### src/rtl/ssd_scan_ctrl_pkg.sv
// Shared seven-segment definitions: segment patterns, blank pattern and the
// cathode bus bit order. Imported by the hex decoder and the scan controller.
package ssd_scan_ctrl_pkg;

  // Segment vector order is {a,b,c,d,e,f,g}; all patterns are active low.
  typedef logic [6:0] seg_t;

  localparam seg_t SEG_0     = 7'b0000001;
  localparam seg_t SEG_1     = 7'b1001111;
  localparam seg_t SEG_2     = 7'b0010010;
  localparam seg_t SEG_3     = 7'b0000110;
  localparam seg_t SEG_4     = 7'b1001100;
  localparam seg_t SEG_5     = 7'b0100100;
  localparam seg_t SEG_6     = 7'b0100000;
  localparam seg_t SEG_7     = 7'b0001111;
  localparam seg_t SEG_8     = 7'b0000000;
  localparam seg_t SEG_9     = 7'b0000100;
  localparam seg_t SEG_A     = 7'b0001000;
  localparam seg_t SEG_B     = 7'b1100000;
  localparam seg_t SEG_C     = 7'b0110001;
  localparam seg_t SEG_D     = 7'b1000010;
  localparam seg_t SEG_E     = 7'b0110000;
  localparam seg_t SEG_F     = 7'b0111000;
  localparam seg_t SEG_BLANK = 7'b1111111;

  // Cathode bus is {Ca,Cb,Cc,Cd,Ce,Cf,Cg,Dp}: segments on the top seven bits,
  // decimal point in bit 0.
  localparam int CATH_SEG_MSB = 7;
  localparam int CATH_SEG_LSB = 1;
  localparam int CATH_DP      = 0;
  localparam logic [7:0] CATH_OFF = 8'hFF;

endpackage

### src/rtl/ssd_hex_decoder.sv
// Combinational hex-to-seven-segment decoder, active-low outputs.
module ssd_hex_decoder
  import ssd_scan_ctrl_pkg::*;
(
  input  logic [3:0] hex_i,
  output seg_t       seg_o
);

  // Straight table lookup of the glyph for each hex value.
  always_comb begin
    seg_o = SEG_BLANK;
    case (hex_i)
      4'h0: seg_o = SEG_0;
      4'h1: seg_o = SEG_1;
      4'h2: seg_o = SEG_2;
      4'h3: seg_o = SEG_3;
      4'h4: seg_o = SEG_4;
      4'h5: seg_o = SEG_5;
      4'h6: seg_o = SEG_6;
      4'h7: seg_o = SEG_7;
      4'h8: seg_o = SEG_8;
      4'h9: seg_o = SEG_9;
      4'hA: seg_o = SEG_A;
      4'hB: seg_o = SEG_B;
      4'hC: seg_o = SEG_C;
      4'hD: seg_o = SEG_D;
      4'hE: seg_o = SEG_E;
      4'hF: seg_o = SEG_F;
      default: seg_o = SEG_BLANK;
    endcase
  end

endmodule

### src/rtl/ssd_scan_ctrl.sv
// N-digit seven-segment scan controller: prescaled digit scan, frame-synchronous
// staging->shadow update, enable/leading-zero blanking, 16-level PWM brightness.
module ssd_scan_ctrl
  import ssd_scan_ctrl_pkg::*;
#(
  parameter int NUM_DIGITS    = 8,
  parameter int SCAN_DIV_BITS = 18
) (
  input  logic                    clk,
  input  logic                    rst,
  input  logic [4*NUM_DIGITS-1:0] digits_in,
  input  logic [NUM_DIGITS-1:0]   dp_in,
  input  logic [NUM_DIGITS-1:0]   en_in,
  input  logic                    load,
  input  logic                    lz_suppress,
  input  logic [3:0]              brightness,
  output logic [NUM_DIGITS-1:0]   an,
  output logic [7:0]              cathodes,
  output logic [2:0]              scan_idx,
  output logic                    frame_done
);

  logic [SCAN_DIV_BITS-1:0] presc_q, presc_d;
  logic [2:0]               scan_q, scan_d;
  logic                     frame_done_q;
  logic                     slot_end, frame_wrap;

  logic [4*NUM_DIGITS-1:0]  stg_dig_q, sh_dig_q;
  logic [NUM_DIGITS-1:0]    stg_dp_q, stg_en_q, sh_dp_q, sh_en_q;
  logic                     pending_q;

  logic [3:0]               cur_dig, pwm_phase;
  logic                     cur_dp, cur_en, lead_zero, blank, pwm_on, lit;
  seg_t                     seg;

  logic [NUM_DIGITS-1:0]    an_d, an_q;
  logic [7:0]               cath_d, cath_q;

  assign slot_end   = &presc_q;
  assign frame_wrap = slot_end && (scan_q == 3'(NUM_DIGITS - 1));
  assign presc_d    = presc_q + SCAN_DIV_BITS'(1);

  // Next digit index: advance at the end of each slot, wrap after the last digit.
  always_comb begin
    scan_d = scan_q;
    if (slot_end) scan_d = frame_wrap ? 3'd0 : scan_q + 3'd1;
  end

  // Prescaler, scan counter and frame pulse.
  always_ff @(posedge clk) begin
    if (rst) begin
      presc_q      <= '0;
      scan_q       <= '0;
      frame_done_q <= 1'b0;
    end else begin
      presc_q      <= presc_d;
      scan_q       <= scan_d;
      frame_done_q <= frame_wrap;
    end
  end

  // Staging/shadow update; shadow only moves at the frame wrap so a frame never tears.
  always_ff @(posedge clk) begin
    if (rst) begin
      stg_dig_q <= '0;
      stg_dp_q  <= '0;
      stg_en_q  <= '0;
      sh_dig_q  <= '0;
      sh_dp_q   <= '0;
      sh_en_q   <= '0;
      pending_q <= 1'b0;
    end else begin
      if (load) begin
        stg_dig_q <= digits_in;
        stg_dp_q  <= dp_in;
        stg_en_q  <= en_in;
      end
      if (frame_wrap) begin
        // A load coinciding with the wrap bypasses staging so it is not a frame late.
        if (load) begin
          sh_dig_q <= digits_in;
          sh_dp_q  <= dp_in;
          sh_en_q  <= en_in;
        end else if (pending_q) begin
          sh_dig_q <= stg_dig_q;
          sh_dp_q  <= stg_dp_q;
          sh_en_q  <= stg_en_q;
        end
        pending_q <= 1'b0;
      end else if (load) begin
        pending_q <= 1'b1;
      end
    end
  end

  // Select the current digit and detect whether it and everything left of it is zero.
  always_comb begin
    cur_dig   = '0;
    cur_dp    = 1'b0;
    cur_en    = 1'b0;
    lead_zero = 1'b1;
    for (int i = 0; i < NUM_DIGITS; i++) begin
      if (scan_q == 3'(i)) begin
        cur_dig = sh_dig_q[4*i +: 4];
        cur_dp  = sh_dp_q[i];
        cur_en  = sh_en_q[i];
      end
      if ((3'(i) >= scan_q) && (sh_dig_q[4*i +: 4] != 4'h0)) lead_zero = 1'b0;
    end
  end

  ssd_hex_decoder u_hex_decoder (
    .hex_i (cur_dig),
    .seg_o (seg)
  );

  assign pwm_phase = presc_q[SCAN_DIV_BITS-1 -: 4];
  assign blank     = !cur_en || (lz_suppress && (scan_q != 3'd0) && lead_zero) ||
                     (brightness == 4'd0);
  assign pwm_on    = (brightness == 4'hF) || (pwm_phase < brightness);
  assign lit       = !blank && pwm_on;

  // Next anode/cathode values; cathodes are also released during PWM off-time so
  // no segment is driven while its anode is off.
  always_comb begin
    an_d   = '1;
    cath_d = CATH_OFF;
    if (lit) begin
      for (int i = 0; i < NUM_DIGITS; i++) begin
        if (scan_q == 3'(i)) an_d[i] = 1'b0;
      end
      cath_d[CATH_SEG_MSB:CATH_SEG_LSB] = seg;
      cath_d[CATH_DP]                   = ~cur_dp;
    end
  end

  // Registered pin drivers.
  always_ff @(posedge clk) begin
    if (rst) begin
      an_q   <= '1;
      cath_q <= CATH_OFF;
    end else begin
      an_q   <= an_d;
      cath_q <= cath_d;
    end
  end

  assign an         = an_q;
  assign cathodes   = cath_q;
  assign scan_idx   = scan_q;
  assign frame_done = frame_done_q;

endmodule

### config.mk
export PLATFORM = sky130hd
export DESIGN_NAME = ssd_scan_ctrl
export DESIGN_NICKNAME = d
export VERILOG_FILES = /design/src/rtl/ssd_scan_ctrl_pkg.sv /design/src/rtl/ssd_hex_decoder.sv /design/src/rtl/ssd_scan_ctrl.sv
export SDC_FILE = /design/constraint.sdc
export NUM_CORES = 1
export LEC_CHECK = 0
export CORE_MARGIN = 2
export CORE_UTILIZATION = 45
export DETAILED_ROUTE_END_ITERATION = 16
export PLACE_DENSITY = 0.67
export RECOVER_POWER = 50
export SLEW_MARGIN = 20
export SYNTH_ARGS = -nofsm -noshare
export SYNTH_HDL_FRONTEND = slang
export SYNTH_SLANG_ARGS = --single-unit
### constraint.sdc
create_clock -name clk -period 5.5 [get_ports clk]
set_clock_uncertainty 0.2 [all_clocks]
set_input_delay 0.825 -clock clk [delete_from_list [all_inputs] [get_ports clk]]
set_output_delay 0.825 -clock clk [all_outputs]
set_load 0.02 [all_outputs]
==> results of run 1 <==
## registers in the layout, summed over array words and instances, names as in the netlist
signal,cells
stg_en_q,8
pending_q,1
scan_idx,3
cathodes,8
stg_dig_q,32
presc_q,18
an,8
sh_dig_q,32
sh_dp_q,8
frame_done,1
sh_en_q,8
stg_dp_q,8
## critical path: cells and delay by family
kind | cells | cell delay, ns
buf+inv | 2 | 2.47
mux | 2 | 0.77
simple gates | 1 | 0.12
## metrics by stage
stage | power (W) | setup WS [ns]
final | 0.00234 | 1.36
after global routing | 0.00242 | 0.989
after detailed placement | 0.00114 | 1.67
after CTS | 0.00236 | 1.67
after global placement | 0.00113 | 1.75
after floorplan | 0.00108 | 2.01
## path summary, 6_finish.rpt
kind,start,endpoint,slack (ns)
hold / removal,presc_q[0]$_SDFF_PP0_,presc_q[0]$_SDFF_PP0_,0.26
setup reg to reg,scan_idx[1]$_SDFFE_PP0P_,cathodes[7]$_SDFF_PP1_,1.67
setup / recovery,load,sh_dp_q[1]$_SDFFE_PP0P_,1.36
hold reg to reg,presc_q[0]$_SDFF_PP0_,presc_q[0]$_SDFF_PP0_,0.26
## cell families (layout without fill, tap and decap cells)
kind of cell	after synthesis	in the layout	synth area share
xor gates and xnor gates	14	14	0.0201
adders and majority gates	13	13	0.0267
AOI/OAI and AO/OA	76	76	0.0861
buffers and inverters	58	128	0.0407
muxes	104	104	0.193
and+or+nand+nor	219	219	0.189
DFF	135	135	0.444
## final cells by class
type                            count  area (um^2)  area share
Clock inverter                     13          204      0.0271
Clock buffer                       19          433      0.0575
Inverter                           17         63.8     0.00847
Tap cell                          176          220      0.0292
Multi-Input combinational cell    426         3140       0.417
Sequential cell                   135         2700       0.359
Timing Repair Buffer               79          764       0.102
## placed cells by master (no fill, tap or decap), drive strengths merged, types with 3 or more instances in the layout
master           n
nor2b           50
dfxtp          135
nand2b           7
o21ai           12
nor2            81
inv             17
o22ai            4
o211ai           5
ha              13
a211oi           9
and3b            5
xnor2            4
buf              3
bufinv           5
a21oi           15
and2             7
and3             3
and4             3
clkbuf          22
clkdlybuf4s50   66
nor3             4
mux2            50
clkinv           7
a31oi            9
dlygate4sd3      7
xor2            10
o221ai           6
nand3           17
nor4             8
nand2           19
mux2i           54
nand4            6
## power groups by stage
stage / clock network [W] / registers (W) / logic (W)
after floorplan: 0 / 0.00103 / 0.0000579
after global placement: 0 / 0.00103 / 0.000105
after detailed placement: 0 / 0.00103 / 0.000109
after CTS: 0.00124 / 0.00101 / 0.000110
after global routing: 0.00129 / 0.00101 / 0.000124
final: 0.00122 / 0.00101 / 0.000111
## layer usage
metal	track usage	vias up	routed length (um)
li1	-	2281	-
met1	0.256	2105	6480
met2	0.329	94	6510
met3	0.0509	14	627
met4	0.0778	0	187
met5	0	-	0
==> qor.yml, run 1 <==
cp_common_cell: "clkbuf_1"
ys_seq_elements: 135
max-slew-margin-rel: -1.20
fp.dieArea_um2: 14500
yosysMostFrequentCell: "dfxtp_1"
fillers: 1193
synth_cell_types: 56
syn_nets: 688
cts_sinks: 135
power_density_nw_per_um2: 310
synth_top_area_cell: "dfxtp_1"
drv_cap: 2
cts.htree.levels: 4
post_drt_wl_per_cell_um: 16.0
clkLatencyLatePin_ns: 0.42
violations: "max-capacitance violations, max-slew violations"
syn_area_per_cell_um2: 9.84
drtIter0Drc: 204
worst_pin_slew_ns: 3.30
fin_cells: 865
yosys-top-cells-area: "dfxtp_1 44%, mux2i_1 8.9%, mux2_2 5.5%, nor2b_1 5.1%, nor2_1 5.0%"
final_antenna_net_count: 0
synthesis.area_um2: 6090
grt_max_degree: 76
arrival_ns: 4.24
synth_ff_type: "dfxtp_1"
place_inst: 833
holdPathStages: 1
grt_pass1_vias: 4512
num_rows: 42
num-nets-final: 745
p_comb_frac: 0.048
setup_tns_ns: 0
io-pin-count: 76
grt_first_pass_wirelength_um: 22800
ir_worst_vdd_mv: 0.248
yosysSeqAreaShare: 0.444
grtUsageTotal: 0.201
setup_viol_count_final: 0
cts_hold_buf: 0
drive_above_1_share: 0.132
n_antenna_cell: 0
critPathMaxStageDelay_ns: 2.33
start_util: 0.460
max_freq_mhz: 241
viasPerCell: 5.20
grt_setup_unrepaired: "no"
cts_buffer_depth: 2
cp_slowest_cell: "clkbuf_1"
die_height_um: 120
p_sw_w: 0.000470
post_cts_resized: 0
crit_type: "in -> reg"
fin_crit_sh: 0.753
cts_root_buf: "clkbuf_16"
gr-total-overflow: 0
area_growth_pct: 23.6
postPlaceCellArea_um2: 6900
cp_max_fo: 48
hold_class: "reg -> reg"
crit_chain: "clkbuf_1, clkbuf_1, mux2i_1, nor2_1, mux2_4"
seqPwrFrac: 0.431
synth-edff-count: 0
cp-start-kind: "input port"
whs_ns: 0.263
drcViolationCount: 0
antenna_found_initial: 0
postCtsSetupRepairBufs: 0
cts_tree: "done"
leakage_nw: 3.15
status: "complete, but fails checks"
wl_um: 13800
drv_slew: 125
cts_made_buffers: 17
final_core_util: 0.569
internal-power_w: 0.00187
dr.pass1.iters: 5
vias: 4494
p_sw_frac: 0.201
globalplace.congestion: 0.890
ys_warn_count: 0
clockPowerShare: 0.521
stdcell_area_um2: 7530
synth_top_area_frac: 0.444
io_buffers: 75
clk_pin_slew_ns: 0.06
hpwlAfterDp_um: 9720
die_w_um: 120
cp-end-kind: "flop"
post-route-min-period_ns: 4.14
synth_commonest_cells: "135 x dfxtp_1, 81 x nor2_1, 54 x mux2i_1"
required_ns: 5.60
synthCells: 619
async_flop_share: 0
fp.coreArea_um2: 13200
rr_worst_depth: 8
hold_viol: 0
No activity file was read; power rests on OpenSTA's default activity.
==> inputs of run 2 (changes only) <==
clock period = 4.1 ns   (was 5.5 ns; I/O delays follow)
==> run 2 against run 1 <==
The run still ends with max-capacitance violations, max-slew violations left. Sequential power rose by 34%. Setup slack got worse by 0.94 ns. Wire length fell by 0.86%. First-iteration DRC count rose by 15%. Via count rose by 0.56%. Global-route usage fell by 0.47 points.
==> qor.yml, run 2 (synthesis gave the netlist of run 1 again) <==
die_w_um: 120  # unchanged
drcViolationCount: 0  # unchanged
cp-start-kind: "flop"
dr.pass1.iters: 4  # -1
cp-end-kind: "flop"
viasPerCell: 5.19  # about the same
hpwlAfterDp_um: 9630  # -0.92%
grt_first_pass_wirelength_um: 22200  # -2.5%
cts_buffer_depth: 2  # unchanged
grt_pass1_vias: 4379  # -2.9%
grtUsageTotal: 0.197  # -0.00474
violations: "max-capacitance violations, max-slew violations"
io_buffers: 75  # unchanged
die_height_um: 120  # unchanged
clk_pin_slew_ns: 0.06  # about the same
clkLatencyLatePin_ns: 0.42  # about the same
num_rows: 42  # unchanged
final_common_cell: "dfxtp_1"
postCtsSetupRepairBufs: 0  # unchanged
worst_pin_slew_ns: 1.90  # -1.40 ns
cts_made_buffers: 17  # unchanged
wl_um: 13700  # -0.86%
post-route-min-period_ns: 3.68
post_drt_wl_per_cell_um: 15.7  # -1.4%
max_freq_mhz: 272
crit_buf_inv: 3  # +1
gr-total-overflow: 0  # unchanged
globalplace.congestion: 0.893  # +0.35%
grt_setup_unrepaired: "no"
final_cell_mix: "135 x dfxtp_1, 81 x nor2_1, 65 x clkdlybuf4s50_1"
fin_crit_sh: 0.898
antenna_found_initial: 0  # unchanged
cts.htree.levels: 4  # unchanged
drive_above_1_share: 0.138  # +0.00625
final_antenna_net_count: 0  # unchanged
crit_family: "compound AO/OA/AOI/OAI gates"
cts_tree: "done"
area_growth_pct: 22.3
cts_sinks: 135  # unchanged
io-pin-count: 76  # unchanged
crit_type: "reg -> reg"
drv_slew: 148  # +18%
power_density_nw_per_um2: 380  # +22%
cts_hold_buf: 0  # unchanged
crit_chain: "inv_1, ha_1, inv_1, o221ai_1, a211oi_1, a221o_1, inv_1, ha_1, or4_1, a2bb2oi_1"
final_core_util: 0.562  # -0.00614
critPathMaxStageDelay_ns: 0.75  # -1.58 ns
cp_slowest_cell: "dfxtp_1"
vias: 4519  # +0.56%
arrival_ns: 3.79  # -0.45 ns
grt_max_degree: 99  # +30%
post_cts_resized: 0  # unchanged
setup_tns_ns: 0  # unchanged
hold_viol: 0  # unchanged
status: "complete, but fails checks"
ir_worst_vdd_mv: 0.220  # -11%
required_ns: 4.21  # -1.39 ns
leakage_nw: 3.13  # -0.80%
start_util: 0.460  # unchanged
cp_common_cell: "inv_1"
fillers: 1171  # -1.8%
drv_cap: 2  # unchanged
cp_max_fo: 20  # -58%
setup_viol_count_final: 0  # unchanged
cts_root_buf: "clkbuf_16"
max-slew-margin-rel: -0.269  # +0.931
reg_top3: "sh_dig_q x32, stg_dig_q x32, presc_q x18"
fp.dieArea_um2: 14500  # unchanged
num-nets-final: 750  # +0.67%
n_antenna_cell: 0  # unchanged
drtIter0Drc: 235  # +15%
hold_class: "reg -> reg"
fp.coreArea_um2: 13200  # unchanged
==> run 2: layout make-up <==
class,instances,area [um^2],share of cell area
clock inverters,10,55.1,0.00739
well taps,176,220,0.0296
multi-input cells,426,3140,0.422
inverters,17,63.8,0.00857
flip-flops and latches,135,2700,0.363
repair buffers,84,801,0.108
clock buffers,22,464,0.0623
==> run 2: power breakdown <==
part	total, W	switching [W]	leakage [nW]	internal (W)
clock	0.00133	0.000540	0.259	0.000793
combinational	0.000145	0.0000643	1.77	0.0000810
sequential	0.00135	0.00000854	1.10	0.00134
total	0.00283	0.000613	3.13	0.00222
==> run 2: path summary, 6_finish.rpt <==
path	from	endpoint	slack, ns	cells past startpoint
setup / recovery	scan_idx[1]$_SDFFE_PP0P_	cathodes[7]$_SDFF_PP1_	0.42	10
hold / removal	presc_q[0]$_SDFF_PP0_	presc_q[0]$_SDFF_PP0_	0.25	1
setup reg to reg	scan_idx[1]$_SDFFE_PP0P_	cathodes[7]$_SDFF_PP1_	0.42	10
hold reg to reg	presc_q[0]$_SDFF_PP0_	presc_q[0]$_SDFF_PP0_	0.25	1
==> run 2: per-layer routing <==
metal | wire length, um | GRT usage | vias to the layer above
met2 | 6410 | 0.314 | 96
met5 | 0 | 0 | -
met4 | 153 | 0.0872 | 0
met3 | 520 | 0.0392 | 13
met1 | 6600 | 0.258 | 2123
li1 | - | - | 2287
==> run 2: stage by stage <==
step | instance area, um^2 | instances | total power (W) | worst slack (ns) | hold slack, ns
6_report | 7450 | 870 | 0.00283 | 0.420 | 0.250
2_1_floorplan | 6090 | 619 | 0.00146 | 0.613 | 0.213
5_1_grt | 7450 | 870 | 0.00295 | 0.228 | 0.275
3_3_place_gp | 6940 | 838 | 0.00152 | 0.608 | 0.226
3_5_place_dp | 6940 | 838 | 0.00153 | 0.469 | 0.246
4_1_cts | 7460 | 870 | 0.00287 | 0.454 | 0.254
